==> config.mk <==
export PLATFORM = sky130hd
export DESIGN_NAME = audio_stream_sequencer_flat
export DESIGN_NICKNAME = d
export VERILOG_FILES = /design/src/rtl/audio_stream_sequencer_if.sv /design/src/rtl/audio_stream_sequencer.sv /design/src/flat_wrapper.sv
export SDC_FILE = /design/constraint.sdc
export NUM_CORES = 2
export LEC_CHECK = 0
export CORE_AREA = 3 3 436 438
export CTS_CLUSTER_DIAMETER = 30
export DETAILED_ROUTE_END_ITERATION = 8
export DIE_AREA = 0 0 439 441
export GPL_ROUTABILITY_DRIVEN = 0
export HOLD_SLACK_MARGIN = 0.06
export PLACE_DENSITY = 0.69
export RECOVER_POWER = 100
export SLEW_MARGIN = 20
export SYNTH_ARGS = -nofsm -noshare
export SYNTH_HDL_FRONTEND = slang
export SYNTH_SLANG_ARGS = --single-unit
export TNS_END_PERCENT = 5
==> constraint.sdc <==
create_clock -name clk_i -period 5.45 [get_ports clk_i]
set_input_delay 0.545 -clock clk_i [delete_from_list [all_inputs] [get_ports clk_i]]
set_output_delay 0.545 -clock clk_i [all_outputs]
set_load 0.005 [all_outputs]
==> src/rtl/audio_stream_sequencer_if.sv <==
// AXI4-lite configuration port of the stereo audio sequencer.
// The CPU side is the master; the sequencer is the slave.
interface audio_stream_sequencer_if;
  logic        awvalid;
  logic [31:0] awaddr;
  logic        awready;
  logic        wvalid;
  logic [31:0] wdata;
  logic [3:0]  wstrb;
  logic        wready;
  logic        bvalid;
  logic [1:0]  bresp;
  logic        bready;
  logic        arvalid;
  logic [31:0] araddr;
  logic        arready;
  logic        rvalid;
  logic [31:0] rdata;
  logic [1:0]  rresp;
  logic        rready;

  modport master (
    output awvalid, awaddr, wvalid, wdata, wstrb, bready, arvalid, araddr, rready,
    input  awready, wready, bvalid, bresp, arready, rvalid, rdata, rresp
  );

  modport slave (
    input  awvalid, awaddr, wvalid, wdata, wstrb, bready, arvalid, araddr, rready,
    output awready, wready, bvalid, bresp, arready, rvalid, rdata, rresp
  );
endinterface

==> src/rtl/audio_stream_sequencer.sv <==
// Stereo audio sequencer: software fills a sample FIFO over AXI4-lite and a
// programmable pacer pops one packed {B,A} sample per period onto the outputs.
module audio_stream_sequencer #(
  parameter int FIFO_AW = 6
) (
  input  logic                      clk_i,
  input  logic                      rst_i,
  audio_stream_sequencer_if.slave   cfg,
  output logic [15:0]               channel_a_o,
  output logic [15:0]               channel_b_o,
  output logic                      sample_strobe_o,
  output logic                      irq_o
);

  localparam int DEPTH = 1 << FIFO_AW;

  typedef enum logic [2:0] {
    REG_CTRL   = 3'd0,
    REG_DIV    = 3'd1,
    REG_FIFO   = 3'd2,
    REG_STATUS = 3'd3,
    REG_THRESH = 3'd4
  } reg_sel_e;

  // Configuration and status state
  logic               enable_q;
  logic [15:0]        div_q;
  logic [FIFO_AW:0]   thresh_q;
  logic               underrun_q;
  logic               overflow_q;

  // Bus state
  logic               bvalid_q;
  logic               rvalid_q;
  logic [31:0]        rdata_q;

  // Pacer and FIFO state
  logic [15:0]        count_q;
  logic [FIFO_AW-1:0] wr_ptr_q;
  logic [FIFO_AW-1:0] rd_ptr_q;
  logic [FIFO_AW:0]   level_q;
  logic [31:0]        mem [DEPTH];

  logic [2:0]         wr_sel;
  logic [2:0]         rd_sel;
  logic               wr_acc;
  logic               rd_acc;
  logic               wr_ctrl;
  logic               wr_div;
  logic               wr_fifo;
  logic               wr_status;
  logic               wr_thresh;
  logic               flush;
  logic               full;
  logic               empty;
  logic               tick;
  logic               push;
  logic               pop;
  logic               underrun_set;
  logic               overflow_set;
  logic [31:0]        rd_word;
  logic               unused_cfg;

  assign wr_sel = cfg.awaddr[4:2];
  assign rd_sel = cfg.araddr[4:2];

  // AW and W must arrive together; only one write may be outstanding.
  assign wr_acc      = ~bvalid_q & cfg.awvalid & cfg.wvalid;
  assign rd_acc      = ~rvalid_q & cfg.arvalid;
  assign cfg.awready = wr_acc;
  assign cfg.wready  = wr_acc;
  assign cfg.arready = ~rvalid_q;
  assign cfg.bvalid  = bvalid_q;
  assign cfg.bresp   = 2'b00;
  assign cfg.rvalid  = rvalid_q;
  assign cfg.rdata   = rdata_q;
  assign cfg.rresp   = 2'b00;

  assign wr_ctrl   = wr_acc & (wr_sel == REG_CTRL);
  assign wr_div    = wr_acc & (wr_sel == REG_DIV);
  assign wr_fifo   = wr_acc & (wr_sel == REG_FIFO);
  assign wr_status = wr_acc & (wr_sel == REG_STATUS);
  assign wr_thresh = wr_acc & (wr_sel == REG_THRESH);
  assign flush     = wr_ctrl & cfg.wdata[1];

  // Level can never exceed DEPTH, so its top bit alone marks a full FIFO.
  assign full  = level_q[FIFO_AW];
  assign empty = (level_q == '0);

  assign tick         = enable_q & (count_q >= div_q);
  assign pop          = tick & ~empty & ~flush;
  assign push         = wr_fifo & ~full & ~flush;
  assign underrun_set = tick & empty;
  assign overflow_set = wr_fifo & full;

  // Address bits outside [4:2] and the byte strobes carry no meaning here.
  assign unused_cfg = ^{cfg.wstrb, cfg.awaddr[31:5], cfg.awaddr[1:0],
                        cfg.araddr[31:5], cfg.araddr[1:0]};

  // NOTE: every output of a combinational block gets a default first, so no path leaves it unassigned and infers a latch.
  always_comb begin
    rd_word = '0;
    case (rd_sel)
      REG_CTRL:   rd_word[0] = enable_q;
      REG_DIV:    rd_word[15:0] = div_q;
      REG_STATUS: begin
        rd_word[FIFO_AW:0] = level_q;
        rd_word[16]        = full;
        rd_word[17]        = empty;
        rd_word[18]        = underrun_q;
        rd_word[19]        = overflow_q;
      end
      REG_THRESH: rd_word[FIFO_AW:0] = thresh_q;
      default:    rd_word = '0;
    endcase
  end

  // NOTE: state registers use non-blocking assignments so every flop samples pre-edge values regardless of statement order.
  always_ff @(posedge clk_i or posedge rst_i) begin
    if (rst_i) begin
      bvalid_q <= 1'b0;
      rvalid_q <= 1'b0;
      rdata_q  <= '0;
    end else begin
      if (wr_acc) begin
        bvalid_q <= 1'b1;
      end else if (cfg.bready) begin
        bvalid_q <= 1'b0;
      end
      // The read word is captured from pre-edge state, so a coincident write is not yet visible.
      if (rd_acc) begin
        rvalid_q <= 1'b1;
        rdata_q  <= rd_word;
      end else if (cfg.rready) begin
        rvalid_q <= 1'b0;
      end
    end
  end

  always_ff @(posedge clk_i or posedge rst_i) begin
    if (rst_i) begin
      enable_q   <= 1'b0;
      div_q      <= '0;
      thresh_q   <= '0;
      underrun_q <= 1'b0;
      overflow_q <= 1'b0;
    end else begin
      if (wr_ctrl) begin
        enable_q <= cfg.wdata[0];
      end
      if (wr_div) begin
        div_q <= cfg.wdata[15:0];
      end
      if (wr_thresh) begin
        thresh_q <= cfg.wdata[FIFO_AW:0];
      end
      // A new event in the same cycle as its W1C clear wins, so no event is lost.
      underrun_q <= underrun_set | (underrun_q & ~(wr_status & cfg.wdata[18]));
      overflow_q <= overflow_set | (overflow_q & ~(wr_status & cfg.wdata[19]));
    end
  end

  always_ff @(posedge clk_i or posedge rst_i) begin
    if (rst_i) begin
      count_q <= '0;
    end else if (!enable_q || tick) begin
      count_q <= '0;
    end else begin
      count_q <= count_q + 16'd1;
    end
  end

  always_ff @(posedge clk_i or posedge rst_i) begin
    if (rst_i) begin
      wr_ptr_q <= '0;
      rd_ptr_q <= '0;
      level_q  <= '0;
    end else if (flush) begin
      rd_ptr_q <= wr_ptr_q;
      level_q  <= '0;
    end else begin
      if (push) begin
        wr_ptr_q <= wr_ptr_q + FIFO_AW'(1);
      end
      if (pop) begin
        rd_ptr_q <= rd_ptr_q + FIFO_AW'(1);
      end
      case ({push, pop})
        2'b10:   level_q <= level_q + (FIFO_AW+1)'(1);
        2'b01:   level_q <= level_q - (FIFO_AW+1)'(1);
        default: level_q <= level_q;
      endcase
    end
  end

  // NOTE: the sample array has no reset; the pointers and level define which entries are valid, so clearing storage buys nothing.
  always_ff @(posedge clk_i) begin
    if (push) begin
      mem[wr_ptr_q] <= cfg.wdata;
    end
  end

  always_ff @(posedge clk_i or posedge rst_i) begin
    if (rst_i) begin
      channel_a_o     <= '0;
      channel_b_o     <= '0;
      sample_strobe_o <= 1'b0;
      irq_o           <= 1'b0;
    end else begin
      if (pop) begin
        channel_a_o <= mem[rd_ptr_q][15:0];
        channel_b_o <= mem[rd_ptr_q][31:16];
      end
      // Underrun ticks still strobe so the DAC stage keeps its sample cadence.
      sample_strobe_o <= tick;
      irq_o           <= enable_q & (level_q <= thresh_q);
    end
  end

endmodule

==> src/flat_wrapper.sv <==
// flat-port wrapper written by rule: the top's interface ports become plain ports
module audio_stream_sequencer_flat 
#(
  parameter int FIFO_AW = 6
)
  (clk_i, rst_i, channel_a_o, channel_b_o, sample_strobe_o, irq_o, cfg_awvalid, cfg_awaddr, cfg_wvalid, cfg_wdata, cfg_wstrb, cfg_bready, cfg_arvalid, cfg_araddr, cfg_rready, cfg_awready, cfg_wready, cfg_bvalid, cfg_bresp, cfg_arready, cfg_rvalid, cfg_rdata, cfg_rresp);
  audio_stream_sequencer_if cfg_i ();
  input  logic clk_i;
  input  logic rst_i;
  output logic [15:0] channel_a_o;
  output logic [15:0] channel_b_o;
  output logic sample_strobe_o;
  output logic irq_o;
  input wire logic [$bits(cfg_i.awvalid)-1:0] cfg_awvalid;
  input wire logic [$bits(cfg_i.awaddr)-1:0] cfg_awaddr;
  input wire logic [$bits(cfg_i.wvalid)-1:0] cfg_wvalid;
  input wire logic [$bits(cfg_i.wdata)-1:0] cfg_wdata;
  input wire logic [$bits(cfg_i.wstrb)-1:0] cfg_wstrb;
  input wire logic [$bits(cfg_i.bready)-1:0] cfg_bready;
  input wire logic [$bits(cfg_i.arvalid)-1:0] cfg_arvalid;
  input wire logic [$bits(cfg_i.araddr)-1:0] cfg_araddr;
  input wire logic [$bits(cfg_i.rready)-1:0] cfg_rready;
  output wire logic [$bits(cfg_i.awready)-1:0] cfg_awready;
  output wire logic [$bits(cfg_i.wready)-1:0] cfg_wready;
  output wire logic [$bits(cfg_i.bvalid)-1:0] cfg_bvalid;
  output wire logic [$bits(cfg_i.bresp)-1:0] cfg_bresp;
  output wire logic [$bits(cfg_i.arready)-1:0] cfg_arready;
  output wire logic [$bits(cfg_i.rvalid)-1:0] cfg_rvalid;
  output wire logic [$bits(cfg_i.rdata)-1:0] cfg_rdata;
  output wire logic [$bits(cfg_i.rresp)-1:0] cfg_rresp;
  assign cfg_i.awvalid = cfg_awvalid;
  assign cfg_i.awaddr = cfg_awaddr;
  assign cfg_i.wvalid = cfg_wvalid;
  assign cfg_i.wdata = cfg_wdata;
  assign cfg_i.wstrb = cfg_wstrb;
  assign cfg_i.bready = cfg_bready;
  assign cfg_i.arvalid = cfg_arvalid;
  assign cfg_i.araddr = cfg_araddr;
  assign cfg_i.rready = cfg_rready;
  assign cfg_awready = cfg_i.awready;
  assign cfg_wready = cfg_i.wready;
  assign cfg_bvalid = cfg_i.bvalid;
  assign cfg_bresp = cfg_i.bresp;
  assign cfg_arready = cfg_i.arready;
  assign cfg_rvalid = cfg_i.rvalid;
  assign cfg_rdata = cfg_i.rdata;
  assign cfg_rresp = cfg_i.rresp;
  audio_stream_sequencer #(.FIFO_AW(FIFO_AW)) u_core (.clk_i(clk_i), .rst_i(rst_i), .cfg(cfg_i), .channel_a_o(channel_a_o), .channel_b_o(channel_b_o), .sample_strobe_o(sample_strobe_o), .irq_o(irq_o));
endmodule
## After elaboration in Yosys (flattened, before gate mapping)

Memories as Yosys holds them, arrays and structs flattened. A register that Yosys moved wholly into a read port is not among the register bits.
Cells that the tools add are included.
Widths: inputs -> output; s select.

- Output and inout port bits: 75
- Input port bits: 107
- ROM bits: 0
- Latch bits: 0
- Memories kept: 1
- Flip-flop bits (word level): 85
- Memory bits (writable): 2048
- Word-level logic and storage cells: 86

- Multiplexer cells: 15
- Reductions and logical operators: 10
- Multiply operators: 0
- $add $sub $neg: 5
- Divide/modulo/power cells: 0
- Shift operators: 0
- Equality and inequality tests: 9
- Bitwise operators: 30
- $lt $le $gt $ge: 2

Memory list:

| name | depth | bits a word | read ports | clocked after memory_dff | wr ports | RTL line | source |
|---|---|---|---|---|---|---|---|
| u_core.mem | 64 | 32 | 1 | 1 | 1 | audio_stream_sequencer.sv:42 | `logic [31:0] mem [DEPTH];` |

Operator list:

| kind | count |
|---|---|
| $and 1x1->1 | 21 |
| $pmux 6 s3 | 1 |
| $add 16x1->16 const B | 1 |
| $ge 16x16->1 | 1 |
| $mux 16 | 1 |
| $pmux 7 s2 | 1 |
| $add 6x1->6 const B | 2 |
| $mux 6 | 2 |
| $eq 3x2->1 const B | 3 |
| $mux 9 | 1 |
| $add 7x1->7 const B | 1 |
| $le 7x7->1 | 1 |
| $logic_not 7->1 | 1 |
| $mux 7 | 1 |
| $not 1->1 | 7 |
| $sub 7x1->7 const B | 1 |
| $eq 3x1->1 const B | 2 |
| $eq 3x3->1 const B | 2 |
| $logic_not 3->1 | 2 |
| $mux 1 | 6 |
| $reduce_bool 2->1 | 3 |
| $mux 4 | 1 |
| $pmux 1 s4 | 1 |
| $reduce_bool 3->1 | 1 |
| 6 further kinds | 7 |

## Depth between registers and ports, before layout

- Depth in word-level cells: 10
- Mapped depth: 18
- Depth with buffers taken out: 16

## Least setup slack after synthesis

Ideal clock, no wire load.

- Path kind: reg-to-reg
- From: reg u_core.count_q[13]
- To: reg u_core.level_q[6]
- Buffers on the path: 2
- Period minus slack after synthesis: 4.038 ns
- Stages on the path, launching flop included: 17
- Setup time: 0.078 ns
- Path slack: 1.412 ns
- Arrival time: 3.960 ns
- Cell sequence: dfrtp_1 > ha_1 > a21o_1 > a21o_1 > a211oi_1 > a21oi_1 > clkbuf_1 > clkbuf_1 > ha_1 > fa_1 > a21o_1 > a21oi_1 > o21bai_1 > a21oi_1 > xor2_1 > or3_1 > a21oi_1

- Longest elaborated chain between the ends: 7
- Elaborated cells on any way between the ends: 9

Ends and longest elaborated chain:

| what | RTL line | source |
|---|---|---|
| from (decl) | audio_stream_sequencer.sv:38 | `logic [15:0] count_q;` |
| from (signal assigned) | audio_stream_sequencer.sv:169 | `count_q <= count_q + 16'd1;` |
| $ge 16x16->1 (*) | audio_stream_sequencer.sv:90 | `assign tick = enable_q & (count_q >= div_q);` |
| $and 1x1->1 (*) | audio_stream_sequencer.sv:90 |  |
| $and 1x1->1 (*) (2 in series) | audio_stream_sequencer.sv:91 | `assign pop = tick & ~empty & ~flush;` |
| via u_core.pop | audio_stream_sequencer.sv:58 | `logic pop;` |
| $eq 2x1->1 or $eq 2x2->1 (tied branches) | audio_stream_sequencer.sv:188 | `case ({push, pop})` |
| $pmux 7 s2 | audio_stream_sequencer.sv:188 |  |
| $mux 7 | audio_stream_sequencer.sv:178 | `end else if (flush) begin` |
| to (signal assigned) | audio_stream_sequencer.sv:189 | `2'b10: level_q <= level_q + (FIFO_AW+1)'(1);` |
| to (signal assigned) | audio_stream_sequencer.sv:190 | `2'b01: level_q <= level_q - (FIFO_AW+1)'(1);` |
| to (signal assigned) | audio_stream_sequencer.sv:191 | `default: level_q <= level_q;` |
| to (decl) | audio_stream_sequencer.sv:41 | `logic [FIFO_AW:0] level_q;` |

The timed path passes the listed nets; every way through them passes the cells marked *.
A chain may end at the register's enable or synchronous reset.

## Worst setup path in the final report

- From: reg u_core.bvalid_q (netlist: u_core.cfg.bvalid)
- To: mem u_core.mem[50][13], enable pin

- Longest elaborated chain between the ends: 9
- Elaborated cells on any way between the ends: 11

Ends and longest elaborated chain:

| what | RTL line | source |
|---|---|---|
| from (decl) | audio_stream_sequencer.sv:33 | `logic bvalid_q;` |
| from (signal assigned) | audio_stream_sequencer.sv:121 | `bvalid_q <= 1'b0;` |
| from (signal assigned) | audio_stream_sequencer.sv:126 | `bvalid_q <= 1'b1;` |
| from (signal assigned) | audio_stream_sequencer.sv:128 | `bvalid_q <= 1'b0;` |
| $not 1->1 (*) | audio_stream_sequencer.sv:68 | `assign wr_acc = ~bvalid_q & cfg.awvalid & cfg.wvalid;` |
| $and 1x1->1 (*) (2 in series) | audio_stream_sequencer.sv:68 |  |
| $and 1x1->1 | audio_stream_sequencer.sv:79 | `assign wr_ctrl = wr_acc & (wr_sel == REG_CTRL);` |
| $and 1x1->1 | audio_stream_sequencer.sv:84 | `assign flush = wr_ctrl & cfg.wdata[1];` |
| $not 1->1 | audio_stream_sequencer.sv:92 | `assign push = wr_fifo & ~full & ~flush;` |
| $and 1x1->1 (*) | audio_stream_sequencer.sv:92 |  |
| $mux 1 (*) | audio_stream_sequencer.sv:198 | `if (push) begin` |
| $mux 1 (implied by the code) (*) | audio_stream_sequencer.sv:199 | `mem[wr_ptr_q] <= cfg.wdata;` |
| to (decl) | audio_stream_sequencer.sv:42 |  |

Mark *: on every way between the ends. The rest lies on a longest branch, timed or not.

==> parameters.txt <==
Parameter                              Value

Flow run
  Max Cap Violations    44

Yosys
  Dominant cells by area after synthesis    sky130_fd_sc_hd__edfxtp_1, sky130_fd_sc_hd__mux4_2, sky130_fd_sc_hd__dfrtp_1, sky130_fd_sc_hd__mux2i_1, sky130_fd_sc_hd__nor2_1
  Post-synth top area share    73.2%
  Post-Syn Instances    3956
  Most used DFF post-synth    sky130_fd_sc_hd__edfxtp_1
  Syn Std Cell Area    84000 µm²
  Register area share after synthesis    76.7%
  EDFF count, synth    2048
  Number of synthesized register bits    2165
  Synth unique cells    60
  Share of flip-flops with an asynchronous set or reset after synthesis    5.40%
  Mean cell area of the mapped netlist    21.2 µm²
  Most numerous cell in the Yosys netlist    sky130_fd_sc_hd__edfxtp_1
  Total number of yosys warnings    0
  Synth cell count leaders    sky130_fd_sc_hd__edfxtp_1, sky130_fd_sc_hd__mux4_2, sky130_fd_sc_hd__nor2_1
  Library cell with the largest summed area after synthesis    sky130_fd_sc_hd__edfxtp_1

Drt
  Violation count after the first detailed-route iteration    5258
  Initial DRT Pass Iterations    5
  Number of vias after detailed routing    42.6k
  Remaining design rule violation count    0
  Vias/cell    5.96
  Routed length per placed instance    29.9 µm
  Detailed-route wire length    213000 µm
  Number of nets with antenna violations after routing    0

Clocking
  Clk sink count    2165
  Num CTS Buffers    364
  Source-to-sink clock delay at the later pin of the worst-skew pair    0.94 ns
  Clock slew at reported path FFs    0.05 ns
  Post-cts sizing count    0
  CTS tree    built
  Clock Path Buffers    4
  Post-CTS setup-driven buffer insertion count    0
  Deepest level of the CTS H-tree    5
  Buffer cell driving the clock tree root    sky130_fd_sc_hd__clkbuf_16

Setup path
  Crit path buffers/inverters    3
  Delay of the slowest critical-path stage    0.93 ns
  Kind of cell with the highest combined delay on the critical path    simple AND/OR/NAND/NOR gates
  CP Capture Type    flip-flop
  Series of cell instances along the critical path    nand3b_1 -> nor2_1 -> nand2_1 -> nor3_1 -> inv_2 -> nor2_1 -> nand3b_1 -> clkbuf_1 -> nor2_4 -> buf_4
  Startpoint class of the critical path    flip-flop
  Slowest library cell on the worst path    sky130_fd_sc_hd__nor3_1
  Required time of the critical path    5.97 ns
  Worst path arrival time    5.23 ns
  CP max FO    22
  Category of the most critical setup path    flip-flop to flip-flop

Power
  Clock network fraction of design power    42.3%
  Static Leak    33.0 nW
  Internal power consumption    38.2 mW
  Proportion of power drawn by combinational gates    21.6%
  Worst IR drop on VDD    0.390 mV
  P per Cell Area    529 nW/µm²
  Switching power as a share of total power    28.3%
  Sequential fraction of design power    36.1%
  Net switching power    15.0 mW

Place
  Number of input and output port buffers inserted    103
  Post-Place Cell Area    88900 µm²
  Final HPWL from detailed placement    117000 µm

Finish
  Final instance area    101000 µm²
  Final layout net count    4513
  Filler instances    13.9k
  Share of final-layout standard cells stronger than drive strength 1    28.6%
  Synth-to-layout area growth    19.8%

GRT
  Via count of the first global-routing pass    44.3k
  Met3 Use GR    4.84%
  Largest net degree at the start of global routing    102
  Top Usage Layer GRT    met2
  Global Route met2 Usage    35.4%
  Number of antenna violations at the first check in global routing    9
  Total routing resource utilization after global routing    22.2%
  First-pass GRT wire length    310000 µm
  Met1 demand-to-capacity share in global routing    29.5%
  Overflow left after global routing    0

STA
  Normalized max-slew margin    -167%
  Fmax    212 MHz
  Final setup fails    0
  Clk_skew    0.0540 ns
  Transition time at the pin with the least slew margin    4.01 ns
  Number of pins with negative max-slew slack in the final report    2370
  Final hold viol count    0
  Crit share post-route    86.4%
  Minimum clock period after layout    4.71 ns
  Total negative setup slack    0 ns
  RSZ-0062 raised after global routing    no

Floorplanning
  Standard cell core area    187000 µm²
  Count of boundary I/O pins    182
  Initial standard-cell utilization of the core    44.9%
  # rows    159
  Y dimension of the die    441 µm
  Die footprint    194000 µm²
  Chip width    439 µm

Run status
  Status    finished, violations left
  Violated checks    capacitance limit, slew limit

Min path
  Type of the most critical hold path    primary input to flip-flop
final timing paths:
| check | from | endpoint | slack, ns | depth (start not counted) |
|---|---|---|---|---|
| max reg2reg | u_core.cfg.bvalid | u_core.mem[50][13] | 0.74 | 10 |
| max in group asynchronous | rst_i | u_core.channel_a_o[8] | 1.64 | 3 |
| min in group asynchronous | rst_i | u_core.cfg.rdata[12] | 1.12 | 2 |
| min | cfg_rready | u_core.cfg.rvalid | 0.19 | 2 |
| max | u_core.cfg.bvalid | u_core.mem[50][13] | 0.74 | 10 |
| min reg2reg | u_core.cfg.rdata[18] | u_core.cfg.rdata[18] | 0.47 | 2 |
per-stage QoR:
step           util (%)  cells  setup WS (ns)  hold WS, ns  power (mW)
3_5_place_dp       47.5   6501          0.651        0.470        31.1
5_1_grt            53.8   7146          0.468        0.174        54.9
2_1_floorplan         -   3971           1.41        0.466        27.0
4_1_cts            54.0   7146           1.17        0.103        53.6
3_3_place_gp       47.5   6501          0.792        0.463        30.9
6_report           53.8   7147          0.738        0.193        53.2
per-layer routing:
metal | part of all wire [%] | vias to the layer above
li1 | - | 17400
met1 | 38 | 22600
met2 | 48 | 2228
met3 | 8.7 | 416
met4 | 4.8 | 8
met5 | 0.024 | -
layout by cell type, fill, tap and decap left out, types with 31 or more instances in the layout:
cell and n:
sky130_fd_sc_hd__clkinv_4 39, sky130_fd_sc_hd__dlygate4sd3_1 62, sky130_fd_sc_hd__clkbuf_16 370, sky130_fd_sc_hd__mux2_2 40
sky130_fd_sc_hd__nor2b_1 44, sky130_fd_sc_hd__a211oi_1 51, sky130_fd_sc_hd__clkinvlp_4 45, sky130_fd_sc_hd__mux4_2 498
sky130_fd_sc_hd__mux2i_1 165, sky130_fd_sc_hd__buf_4 78, sky130_fd_sc_hd__clkinv_2 34, sky130_fd_sc_hd__o21ai_1 36
sky130_fd_sc_hd__nor2_1 125, sky130_fd_sc_hd__o22ai_1 34, sky130_fd_sc_hd__clkinv_1 31, sky130_fd_sc_hd__a21oi_1 78
sky130_fd_sc_hd__o21ai_0 49, sky130_fd_sc_hd__nor2_4 39, sky130_fd_sc_hd__nand2_1 63, sky130_fd_sc_hd__clkbuf_1 71
sky130_fd_sc_hd__bufinv_16 40, sky130_fd_sc_hd__a22oi_1 34, sky130_fd_sc_hd__inv_6 47, sky130_fd_sc_hd__dfrtp_1 111
sky130_fd_sc_hd__edfxtp_1 2048, sky130_fd_sc_hd__ha_1 32
final cells by class:
cell class / count / area [µm²] / area share (%)
Antenna cell: 1 / 2.50 / 0.00249
Clock buffer: 394 / 9370 / 9.31
Clock inverter: 250 / 2780 / 2.77
Inverter: 32 / 121 / 0.121
Multi-Input combinational cell: 1543 / 18600 / 18.5
Sequential cell: 2165 / 64400 / 64.1
Tap cell: 2495 / 3120 / 3.10
Timing Repair Buffer: 267 / 2190 / 2.18
cells by family after synthesis:
| family | count (synthesis) | share of synthesized area, % |
|---|---|---|
| fa+ha+maj | 33 | 0.501 |
| compound gates | 380 | 2.90 |
| other cells | 1 | 0.00447 |
| flops | 2165 | 76.7 |
| buf+inv | 263 | 1.60 |
| simple gates | 384 | 2.13 |
| mux | 704 | 15.9 |
| xor+xnor | 26 | 0.271 |
timing repair:
item	CTS	global route
setup endpoints to repair	0	0
hold endpoints to repair	3	0
hold buffers	1	0
flip-flops by register name (all words and copies together) (netlist names), 6 cells and up:
register and flops:
u_core.div_q 16, u_core.rd_ptr_q 6, u_core.count_q 16, u_core.mem 2048
u_core.level_q 7, u_core.cfg.rdata 20, u_core.channel_a_o 16, u_core.wr_ptr_q 6
u_core.thresh_q 7, u_core.channel_b_o 16
power by group through the flow:
stage                     combinational (mW)  sequential (mW)  clock (mW)
after floorplan                         8.05             19.0           0
after global placement                  11.4             19.5           0
after detailed placement                11.5             19.5           0
after CTS                               11.7             19.2        22.7
after global routing                    12.2             19.2        23.5
final                                   11.5             19.2        22.5
(Power assumes the default switching activity.)
